## src/rtl/freq_pkg.sv

```systemverilog
// freq_pkg: measurement window, rate limit and FSM encodings shared by the
// frequency generator and the frequency counter.
package freq_pkg;
    localparam int UPDATE_PERIOD = 12000;
    localparam int MAX_RATE = 99;
    typedef enum logic [1:0] {STATE_IDLE, STATE_DIVIDE, STATE_RUN} state_t;
endpackage

```

## src/rtl/rate_divider.sv

```systemverilog
// rate_divider: iterative-subtraction divider, quotient = floor(UPDATE_PERIOD / divisor).
module rate_divider #(
    parameter int UPDATE_PERIOD = freq_pkg::UPDATE_PERIOD,
    parameter int BITS = 14
) (
    input  logic            clk,
    input  logic            reset,
    input  logic            start,
    input  logic [BITS-1:0] divisor,
    output logic [BITS-1:0] quotient,
    output logic            done
);
    logic [BITS-1:0] rem;
    logic [BITS-1:0] d;
    logic            active;

    always_ff @(posedge clk or posedge reset) begin
        if (reset) begin
            rem      <= '0;
            d        <= '0;
            quotient <= '0;
            active   <= 1'b0;
        end else if (start) begin
            rem      <= BITS'(UPDATE_PERIOD);
            d        <= divisor;
            quotient <= '0;
            active   <= 1'b1;
        end else if (active) begin
            if (rem >= d) begin
                rem      <= rem - d;
                quotient <= quotient + BITS'(1);
            end else begin
                active <= 1'b0;
            end
        end
    end

    // Combinational so the caller can leave DIVIDE on the same edge the loop ends.
    assign done = active && rem < d;
endmodule

```

## src/rtl/frequency_generator.sv

```systemverilog
// frequency_generator: square wave with a programmable number of rising edges
// per UPDATE_PERIOD-cycle window.
module frequency_generator #(
    parameter int UPDATE_PERIOD = freq_pkg::UPDATE_PERIOD,
    parameter int BITS = 14,
    parameter int MAX_RATE = freq_pkg::MAX_RATE
) (
    input  logic       clk,
    input  logic       reset,
    input  logic [6:0] rate,
    input  logic       rate_load,
    output logic       busy,
    output logic       signal,
    output logic       rise
);
    import freq_pkg::*;

    state_t          state, state_n;
    logic [6:0]      r;
    logic [7:0]      two_r;
    logic            load, start, done;
    logic [BITS-1:0] quotient, half, cnt;

    assign r     = rate > 7'(MAX_RATE) ? 7'(MAX_RATE) : rate;
    assign two_r = {r, 1'b0};
    assign load  = rate_load && state != STATE_DIVIDE;
    assign start = load && r != 7'd0;
    assign busy  = state == STATE_DIVIDE;

    rate_divider #(.UPDATE_PERIOD(UPDATE_PERIOD), .BITS(BITS)) u_div (
        .clk(clk),
        .reset(reset),
        .start(start),
        .divisor(BITS'(two_r)),
        .quotient(quotient),
        .done(done)
    );

    always_ff @(posedge clk or posedge reset) begin
        if (reset) state <= STATE_IDLE;
        else       state <= state_n;
    end

    always_comb begin
        state_n = state;
        if (load)
            state_n = r == 7'd0 ? STATE_IDLE : STATE_DIVIDE;
        else if (state == STATE_DIVIDE && done)
            state_n = STATE_RUN;
    end

    // A reload wins over the toggle so the output never glitches high mid-reload.
    always_ff @(posedge clk or posedge reset) begin
        if (reset) begin
            signal <= 1'b0;
            rise   <= 1'b0;
            half   <= '0;
            cnt    <= '0;
        end else begin
            rise <= 1'b0;
            if (load) begin
                signal <= 1'b0;
            end else if (state == STATE_DIVIDE && done) begin
                half   <= quotient;
                cnt    <= '0;
                signal <= 1'b1;
                rise   <= 1'b1;
            end else if (state == STATE_RUN) begin
                if (cnt == half - BITS'(1)) begin
                    signal <= ~signal;
                    rise   <= ~signal;
                    cnt    <= '0;
                end else begin
                    cnt <= cnt + BITS'(1);
                end
            end
        end
    end
endmodule

```

## config.mk

```make
export PLATFORM = sky130hd
export DESIGN_NAME = frequency_generator
export DESIGN_NICKNAME = d
export VERILOG_FILES = /design/src/rtl/freq_pkg.sv /design/src/rtl/rate_divider.sv /design/src/rtl/frequency_generator.sv
export SDC_FILE = /design/constraint.sdc
export NUM_CORES = 1
export LEC_CHECK = 0
export BUFFER_PORTS_ARGS = -buffer_cell sky130_fd_sc_hd__buf_4
export CAP_MARGIN = 20
export CORE_MARGIN = 2
export CORE_UTILIZATION = 40
export DETAILED_ROUTE_END_ITERATION = 12
export SYNTH_ARGS = -nofsm -noshare
export SYNTH_HDL_FRONTEND = slang
export SYNTH_SLANG_ARGS = --single-unit
```

## constraint.sdc

```tcl
create_clock -name clk -period 2.6 [get_ports clk]
set_clock_uncertainty 0.2 [all_clocks]
set_input_delay 0.26 -clock clk [delete_from_list [all_inputs] [get_ports clk]]
set_output_delay 0.26 -clock clk [all_outputs]
set_load 0.01 [all_outputs]
```

# After elaboration in Yosys (flattened, before gate mapping)
# Cells that the tools add are included.
op_classes:
  add_sub_neg: 4
  order_cmp: 3
  eq_ne: 4
  n_mux: 24
  bitwise: 2
  n_reduce_logical: 16
ops:
  columns: ["op", "count"]
  rows:
  - ["two-way mux 14 bit", 9]
  - ["adder 14 x 1 -> 14 bit (second input constant)", 2]
  - ["equality test 14 bit", 1]
  - [">= comparator 14 x 8 -> 1 bit", 1]
  - ["less-than comparator 14 x 8 -> 1 bit", 1]
  - ["subtractor 14 x 1 -> 14 bit (second input constant)", 1]
  - ["subtractor 14 x 8 -> 14 bit", 1]
  - ["two-way mux 1 bit", 12]
  - ["AND reduction 2 bit", 4]
  - ["nonzero test 2 bit", 4]
  - ["> comparator 7 bit (second input constant)", 1]
  - ["zero test 7 bit", 1]
  - ["two-way mux 7 bit", 1]
  - ["nonzero test 7 bit", 1]
  - ["nonzero test 3 bit", 2]
  - ["logical AND 1 bit", 4]
  - ["two-way mux 2 bit", 2]
  - ["equality test 2 x 1 -> 1 bit (second input constant)", 1]
  - ["equality test 2 bit (second input constant)", 1]
  - ["!= test 2 x 1 -> 1 bit (second input constant)", 1]
  - ["inverter 1 bit", 2]
word_totals:
  register_bits: 68
  out_inout_bits: 3
  wordCells: 62

# Longest topological paths before layout
# Gate-level depths: netlist (run 1).
logic_depth:
  depth_word: 6
  depth_mapped: 12

# Cells and area by module
# A second synthesis (run 1) with hierarchy kept.
hier_totals:
  cells_unflattened: 510
  area_unflattened_um2: 4758.3
modules_own_cells:
  columns: ["mod", "n_inst", "cells_each", "area_each_um2", "seq_area_each_um2"]
  rows:
  - ["rate_divider", 1, 284, 2635.0, 1076.0]
  - ["frequency_generator", 1, 226, 2123.3, 800.8]

# Worst setup path after synthesis (run 1)
# OpenSTA, ideal clock, no wires.
synth_timing:
  path_kind: "register -> register"
  startpoint: "reg u_div.rem[1]"
  endpoint: "reg u_div.rem[11]"
  setup_ns: 0.136
  arrival_ns: 2.424
  t_required_ns: 2.264
  path_slack_ns: -0.161
  path_stages_with_launch: 12
  path_buffers: 0
  path_cell_list: "dfrtp_1 inv_1 ha_1 inv_1 fa_1 a21o_1 a21oi_1 o21bai_1 a21oi_1 o221ai_1 o21ai_0 or3b_2"
synth_between:
  elab_chain_cells: 4
  word_cells_on_any_way: 7
  classes_between: "add/sub (1); order compare (1); mux (3); reduce/logical (2)"
synth_lines:
  columns: ["item", "line_no", "rtl"]
  rows:
  - ["from (decl)", "rate_divider.sv:13", "logic [BITS-1:0] rem;"]
  - ["from (signal assigned)", "rate_divider.sv:24", "rem <= BITS'(UPDATE_PERIOD);"]
  - ["from (signal assigned)", "rate_divider.sv:30", "rem <= rem - d;"]
  - ["subtractor 14 x 8 -> 14 bit", "rate_divider.sv:30", null]
  - ["two-way mux 14 bit", "rate_divider.sv:29", "if (rem >= d) begin"]
  - ["two-way mux 14 bit", "rate_divider.sv:28", "end else if (active) begin"]
  - ["two-way mux 14 bit", "rate_divider.sv:23", "end else if (start) begin"]
# Parallel ways exist; a longest one is shown, timed or not. The select of a mux whose other input is x is not followed.
# A chain may end at the register's enable or synchronous reset.

# Worst setup path after layout (run 1)
layout_timing:
  startpoint: "reg half[0]"
  endpoint: "reg signal"
layout_between:
  elab_chain_cells: 4
layout_lines:
  columns: ["item", "line_no", "rtl"]
  rows:
  - ["from (decl)", "frequency_generator.sv:22", "logic [BITS-1:0] quotient, half, cnt;"]
  - ["from (signal assigned)", "frequency_generator.sv:64", "half <= quotient;"]
  - ["subtractor 14 x 1 -> 14 bit", "frequency_generator.sv:69", "if (cnt == half - BITS'(1)) begin"]
  - ["equality test 14 bit", "frequency_generator.sv:69", null]
  - ["nonzero test 3 bit (no source line)", null, null]
  - ["AND reduction 2 bit (no source line)", null, null]
  - ["to (signal assigned)", "frequency_generator.sv:70", "signal <= ~signal;"]
  - ["to (decl)", "frequency_generator.sv:13", "output logic signal,"]
# No other way between the ends.

==> results of run 1 <==
==> state kept, by name, indices dropped and copies added (netlist names) <==
register and count:
u_div.active 1, u_div.d 7, u_div.quotient 14, rise 1, state 2, signal 1, u_div.rem 13, half 14
cnt 14
==> through the flow <==
step / TNS (ps) / instance area [sq um] / total power [uW] / hold slack (ps)
after CTS: -1008 / 4787 / 5353 / 55.33
after global placement: -2159 / 4389 / 4198 / 169.3
after detailed placement: -2583 / 4389 / 4254 / 173.3
after floorplan: -345.5 / 3985 / 3556 / 176.8
final: -976.7 / 4902 / 5467 / 84.12
after global routing: -4887 / 4902 / 5914 / 100.3
==> cell usage after synthesis, types with 2 or more instances <==
master / n / area share
o21bai_1: 2 / 0.0038
a21oi_1: 22 / 0.028
a31oi_1: 5 / 0.0079
o31ai_1: 4 / 0.0076
clkbuf_1: 11 / 0.010
nor3_1: 11 / 0.014
o211ai_1: 7 / 0.013
a211oi_1: 3 / 0.0057
inv_1: 23 / 0.022
and2_1: 2 / 0.0032
nor4_1: 3 / 0.0048
or3_1: 10 / 0.016
buf_4: 2 / 0.0038
nor4_4: 2 / 0.011
or3b_2: 4 / 0.0089
nor3b_1: 3 / 0.0057
nand4_1: 10 / 0.016
and4_1: 3 / 0.0067
mux2i_1: 2 / 0.0051
nor2_1: 33 / 0.031
ha_1: 10 / 0.032
dfrtp_1: 67 / 0.43
nor2b_1: 3 / 0.0048
a31o_2: 3 / 0.0067
xor2_1: 15 / 0.033
o21ai_0: 23 / 0.029
and3_1: 10 / 0.016
xnor2_1: 18 / 0.040
or4_1: 2 / 0.0038
mux2_2: 14 / 0.040
nand2_1: 37 / 0.035
nand3_1: 24 / 0.030
o21a_1: 6 / 0.011
==> routing by layer <==
layer  wire length [microns]  up-vias  track usage
met5                       0        -            0
li1                        -     1611            -
met2                    4420       51       0.2837
met3                     276       10      0.03091
met1                    4165     1553       0.2354
met4                     148        0      0.08198
==> worst max-delay path, stage by stage (launching register included) <==
cell	delay, ps
dfrtp_1	400
inv_1	70
ha_2	170
nor3b_4	340
and4_1	270
o21a_1	130
o21ai_2	70
a2111o_4	580
o31ai_4	220
o21bai_1	140
==> power groups by stage <==
stage | clock, uW | combinational, uW | sequential (uW)
4_1_cts | 855 | 2890 | 1600
3_5_place_dp | 0 | 2630 | 1630
2_1_floorplan | 0 | 1980 | 1580
6_report | 820 | 3030 | 1620
5_1_grt | 897 | 3350 | 1670
3_3_place_gp | 0 | 2580 | 1620
==> area by class of cell <==
type	instances	area share
Multi-Input combinational cell	314	0.4663
Sequential cell	67	0.3423
Timing Repair Buffer	61	0.1041
Tap cell	133	0.03395
Clock buffer	12	0.02757
Inverter	23	0.01761
Clock inverter	3	0.008167
==> cells by family (layout without fill, tap and decap cells) <==
logic type,Yosys count,count (layout),share of synthesized area
muxes,16,16,0.04508
adders and majority gates,12,12,0.03937
xor gates and xnor gates,33,33,0.07333
DFF,67,67,0.4254
AOI/OAI and AO/OA,87,88,0.1498
and+or+nand+nor,165,165,0.2254
buffers and inverters,39,99,0.04158
==> repair_timing <==
item / CTS / global route
endpoints found under the hold margin: 74 / 0
pin swaps: 14 / 19
setup endpoints to repair: 26 / 45
setup buffers: 9 / 3
gates cloned: 1 / 1
gates resized for setup: 21 / 19
hold buffers: 8 / 0
==> worst max-delay path by stage <==
stage / start / end / slack, ps
6_report: half[0]$_DFFE_PP0P_ / signal$_DFFE_PP0P_ / -70
5_1_grt: half[0]$_DFFE_PP0P_ / signal$_DFFE_PP0P_ / -180
4_1_cts: u_div.rem[1]$_DFFE_PP0P_ / u_div.rem[9]$_DFFE_PP0P_ / -130
3_5_place_dp: half[0]$_DFFE_PP0P_ / cnt[8]$_DFFE_PP0P_ / -180
3_3_place_gp: half[1]$_DFFE_PP0P_ / cnt[7]$_DFFE_PP0P_ / -140
2_1_floorplan: u_div.rem[2]$_DFFE_PP0P_ / half[0]$_DFFE_PP0P_ / -60
==> results.json, run 1 <==
{
  "final_cells": 613,
  "startpoint_type": "flop",
  "htree_levels": 3,
  "leakagePower_uw": 0.002153,
  "fin_ws_ps": -70.37,
  "fill_cells": 890,
  "reg2reg_from": "half[0]$_DFFE_PP0P_",
  "worstMarginPinSlew_ps": 614.9,
  "finalWirelength_microns": 9011,
  "numPlacedInstances": 576,
  "postSynthAreaPerCell_sq_um": 9.406,
  "wl_per_cell_microns": 14.70,
  "grt_max_degree": 68,
  "grt_pass1_wl_microns": 14700,
  "mostFrequentLayoutCells": "66 x dfrtp_1, 48 x buf_4, 36 x nand2_1, 32 x nor2_1, 22 x nand3_1",
  "worst_skew_pair.late_latency_ps": 350,
  "place_ws_ps": -178.7,
  "rrSetupSlack_ps": -70,
  "hold_start": "rate_load",
  "cp-end-kind": "flop",
  "irDropWorstVdd_v": 0.0007601,
  "drv_cap": 0,
  "layout-drive-gt1-share": 0.2646,
  "layout_commonest_cell": "dfrtp_1",
  "syn_to_final_growth_pct": 24.38,
  "drc": 0,
  "p_sw_frac": 0.3951,
  "vias": 3225,
  "fin_util": 0.5062,
  "p_sw_uw": 2160,
  "power_density_nw_per_um2": 1115,
  "comb_power_share": 0.554,
  "fin_crit_sh": 1.027,
  "die_w_microns": 103.3,
  "first_pass_iters": 4,
  "hold_viol_final": 0,
  "period_needed_ps": 2670,
  "clock_path_buffers": 2,
  "gp_congestion": 0.7635,
  "status": "complete, but fails checks",
  "rows": 36,
  "globalRouteTotalUtil": 0.1773,
  "r2r_end": "signal$_DFFE_PP0P_",
  "root_buffer": "clkbuf_8",
  "ys_seq_area_frac": 0.4254,
  "synthesis.nets": 440,
  "min_delay_path_depth": 4,
  "grt_pass1_vias": 3106,
  "synth_edf_count": 0,
  "synth_cell_types": 58,
  "io_buffers": 12,
  "synthesis.instances": 419,
  "synth_seq_cells": 67,
  "setup.worst_path.class": "reg -> reg",
  "min_to": "state[1]$_DFFE_PP0P_",
  "core_area_sq_um": 9684,
  "die_h_microns": 103.3,
  "antenna_found_initial": 0,
  "setup_violations": 29,
  "dpl.hpwl_microns": 6074,
  "first_iter_violations": 135,
  "failed_checks": "setup timing",
  "maxSlewHeadroom": 0.5901,
  "async_flop_share": 1.000,
  "multi_input_area_sq_um": 2286,
  "syn_area_sq_um": 3941,
  "max_freq_mhz": 374.5,
  "pin_count": 13,
  "clkPwrFrac": 0.150,
  "maxSlewViolCount": 0,
  "final_antenna_net_count": 0,
  "cts_buffers": 9,
  "viasPerCell": 5.261,
  "required_ps": 2670,
  "fin_nets": 497,
  "ys_dominant_reg_cell": "dfrtp_1",
  "cts_tree": "built",
  "worstPathMaxFanout": 7,
  "p_seq_frac": 0.296,
  "intPower_uw": 3307,
  "clkSinkCount": 67,
  "r2r_cells": 9,
  "die_area_sq_um": 10660,
  "start_util": 0.4070,
  "register_area_sq_um": 1678,
  "critPathArrivalTime_ps": 2740,
  "grt_setup_unrepaired": "yes",
  "diodes": 0,
  "clkTransAtPathRegs_ps": 70,
  "yosysWarnings": 0,
  "grt-ovfl-total": 0,
  "hold_class": "in -> reg"
}
Note: power is estimated with default switching activity, not from simulation.
==> run 2: changes to the inputs <==
Settings changed: HOLD_SLACK_MARGIN set to 0.12.
==> results.json, run 2 (synthesis gave the netlist of run 1 again) <==
{
  "viasPerCell": 5.256,
  "fin_crit_sh": 1.026,
  "critPathArrivalTime_ps": 2740,
  "fin_ws_ps": -66.61,
  "finalWirelength_microns": 9039,
  "first_iter_violations": 161,
  "cts_tree": "built",
  "intPower_uw": 3314,
  "clkTransAtPathRegs_ps": 60,
  "wl_per_cell_microns": 14.67,
  "status": "complete, but fails checks",
  "period_needed_ps": 2667,
  "max_freq_mhz": 375.0,
  "diodes": 0,
  "grt-ovfl-total": 0,
  "required_ps": 2670,
  "power_density_nw_per_um2": 1110,
  "hold_viol_final": 0,
  "clock_path_buffers": 2,
  "drc": 0,
  "grt_setup_unrepaired": "yes",
  "placed_area_sq_um": 4389,
  "drv_cap": 0,
  "io_buffers": 12,
  "p_seq_frac": 0.296,
  "layout_commonest_cell": "dfrtp_1",
  "rows": 36,
  "p_sw_frac": 0.3951,
  "setup.worst_path.class": "reg -> reg",
  "setup_violations": 28,
  "r2r_cells": 9,
  "die_w_microns": 103.3,
  "failed_checks": "setup timing",
  "worstPathMaxFanout": 7,
  "clkSinkCount": 67,
  "mostFrequentLayoutCells": "66 x dfrtp_1, 48 x buf_4, 36 x nand2_1, 32 x nor2_1, 22 x nand3_1",
  "clkPwrFrac": 0.150,
  "start_util": 0.4070,
  "worst_skew_pair.late_latency_ps": 350,
  "root_buffer": "clkbuf_8",
  "comb_power_share": 0.554,
  "gp_congestion": 0.7635,
  "leakagePower_uw": 0.002158,
  "maxSlewHeadroom": 0.6064,
  "grt_pass1_vias": 3111,
  "core_area_sq_um": 9684,
  "p_sw_uw": 2165,
  "globalRouteTotalUtil": 0.1776,
  "worstMarginPinSlew_ps": 585.1,
  "layout-drive-gt1-share": 0.2650,
  "min_delay_path_depth": 2,
  "p_total_uw": 5479,
  "grt_pass1_wl_microns": 14720,
  "antenna_found_initial": 0,
  "vias": 3238,
  "first_pass_iters": 4,
  "pin_count": 13,
  "maxSlewViolCount": 0,
  "final_cell_area_sq_um": 4937,
  "startpoint_type": "flop",
  "syn_to_final_growth_pct": 25.27,
  "cts_buffers": 9,
  "die_h_microns": 103.3,
  "htree_levels": 3,
  "hold_class": "reg -> reg",
  "irDropWorstVdd_v": 0.0007616,
  "cp-end-kind": "flop",
  "grt_max_degree": 68,
  "final_antenna_net_count": 0,
  "reg_top3": "cnt (14), half (14), u_div.quotient (14)",
  "die_area_sq_um": 10660,
  "fin_nets": 500,
  "dpl.hpwl_microns": 6074
}
run 2: changes by cell type in the layout (fill, tap and decap cells not counted):
| cell | before | now |
|---|---|---|
| and3_1 | 10 | 9 |
| dlygate4sd3_1 | 8 | 11 |
| and3_4 | 0 | 1 |
run 2: power by group through the flow:
stage                     clock [uW]  combinational [uW]  sequential [uW]
final                            823                3030             1620
after global routing             897                3360             1670
after CTS                        855                2900             1600
after detailed placement           0                2630             1630
after global placement             0                2580             1620
after floorplan                    0                1980             1580
run 2: critical path, stage by stage, from the launching register on:
cell,delay [ps]
dfrtp_1,400
inv_1,70
ha_2,170
nor3b_4,340
and4_1,270
o21a_1,130
o21ai_2,70
a2111o_4,580
o31ai_4,220
o21bai_1,140
run 2: path summary, 6_finish.rpt:
path / startpoint / end / slack [ps]
worst max-delay path: half[0]$_DFFE_PP0P_ / signal$_DFFE_PP0P_ / -70
min in group asynchronous: reset / state[1]$_DFFE_PP0P_ / 340
worst min-delay path: state[1]$_DFFE_PP0P_ / state[1]$_DFFE_PP0P_ / 300
worst min register to register: state[1]$_DFFE_PP0P_ / state[1]$_DFFE_PP0P_ / 300
worst max register to register: half[0]$_DFFE_PP0P_ / signal$_DFFE_PP0P_ / -70
max in group asynchronous: reset / cnt[0]$_DFFE_PP0P_ / 1560
run 2: through the flow:
step	std cells	hold slack, ps	setup WS, ps	TNS [ps]	util
2_1_floorplan	419	176.8	-56.42	-345.5	-
3_3_place_gp	576	169.3	-144.7	-2159	0.4532
3_5_place_dp	576	173.3	-178.7	-2583	0.4532
4_1_cts	612	298.2	-125.6	-1008	0.4974
5_1_grt	616	340.7	-184.7	-4887	0.5098
6_report	616	303.3	-66.61	-919.8	0.5098
run 2: layout make-up:
class | count | area (sq um)
Clock inverter | 3 | 40.04
Timing Repair Buffer | 64 | 540.5
Tap cell | 133 | 166.4
Fill cell | 884 | 4747
Clock buffer | 12 | 135.1
Inverter | 23 | 86.33
Sequential cell | 67 | 1678
Multi-Input combinational cell | 314 | 2291
run 2: timing repair:
item,in CTS,in global routing
setup endpoints to repair,26,47
gates resized for setup,21,21
setup buffers,9,3
hold buffers,11,0
hold endpoints to repair,76,0
pin swaps,14,19
cloned,1,1
run 2: per-layer routing:
layer,share of wire,track usage,vias up
met5,0,0,-
met1,0.46,0.2354,1552
met2,0.49,0.2847,55
met4,0.019,0.08198,0
met3,0.033,0.03091,11
li1,-,-,1620
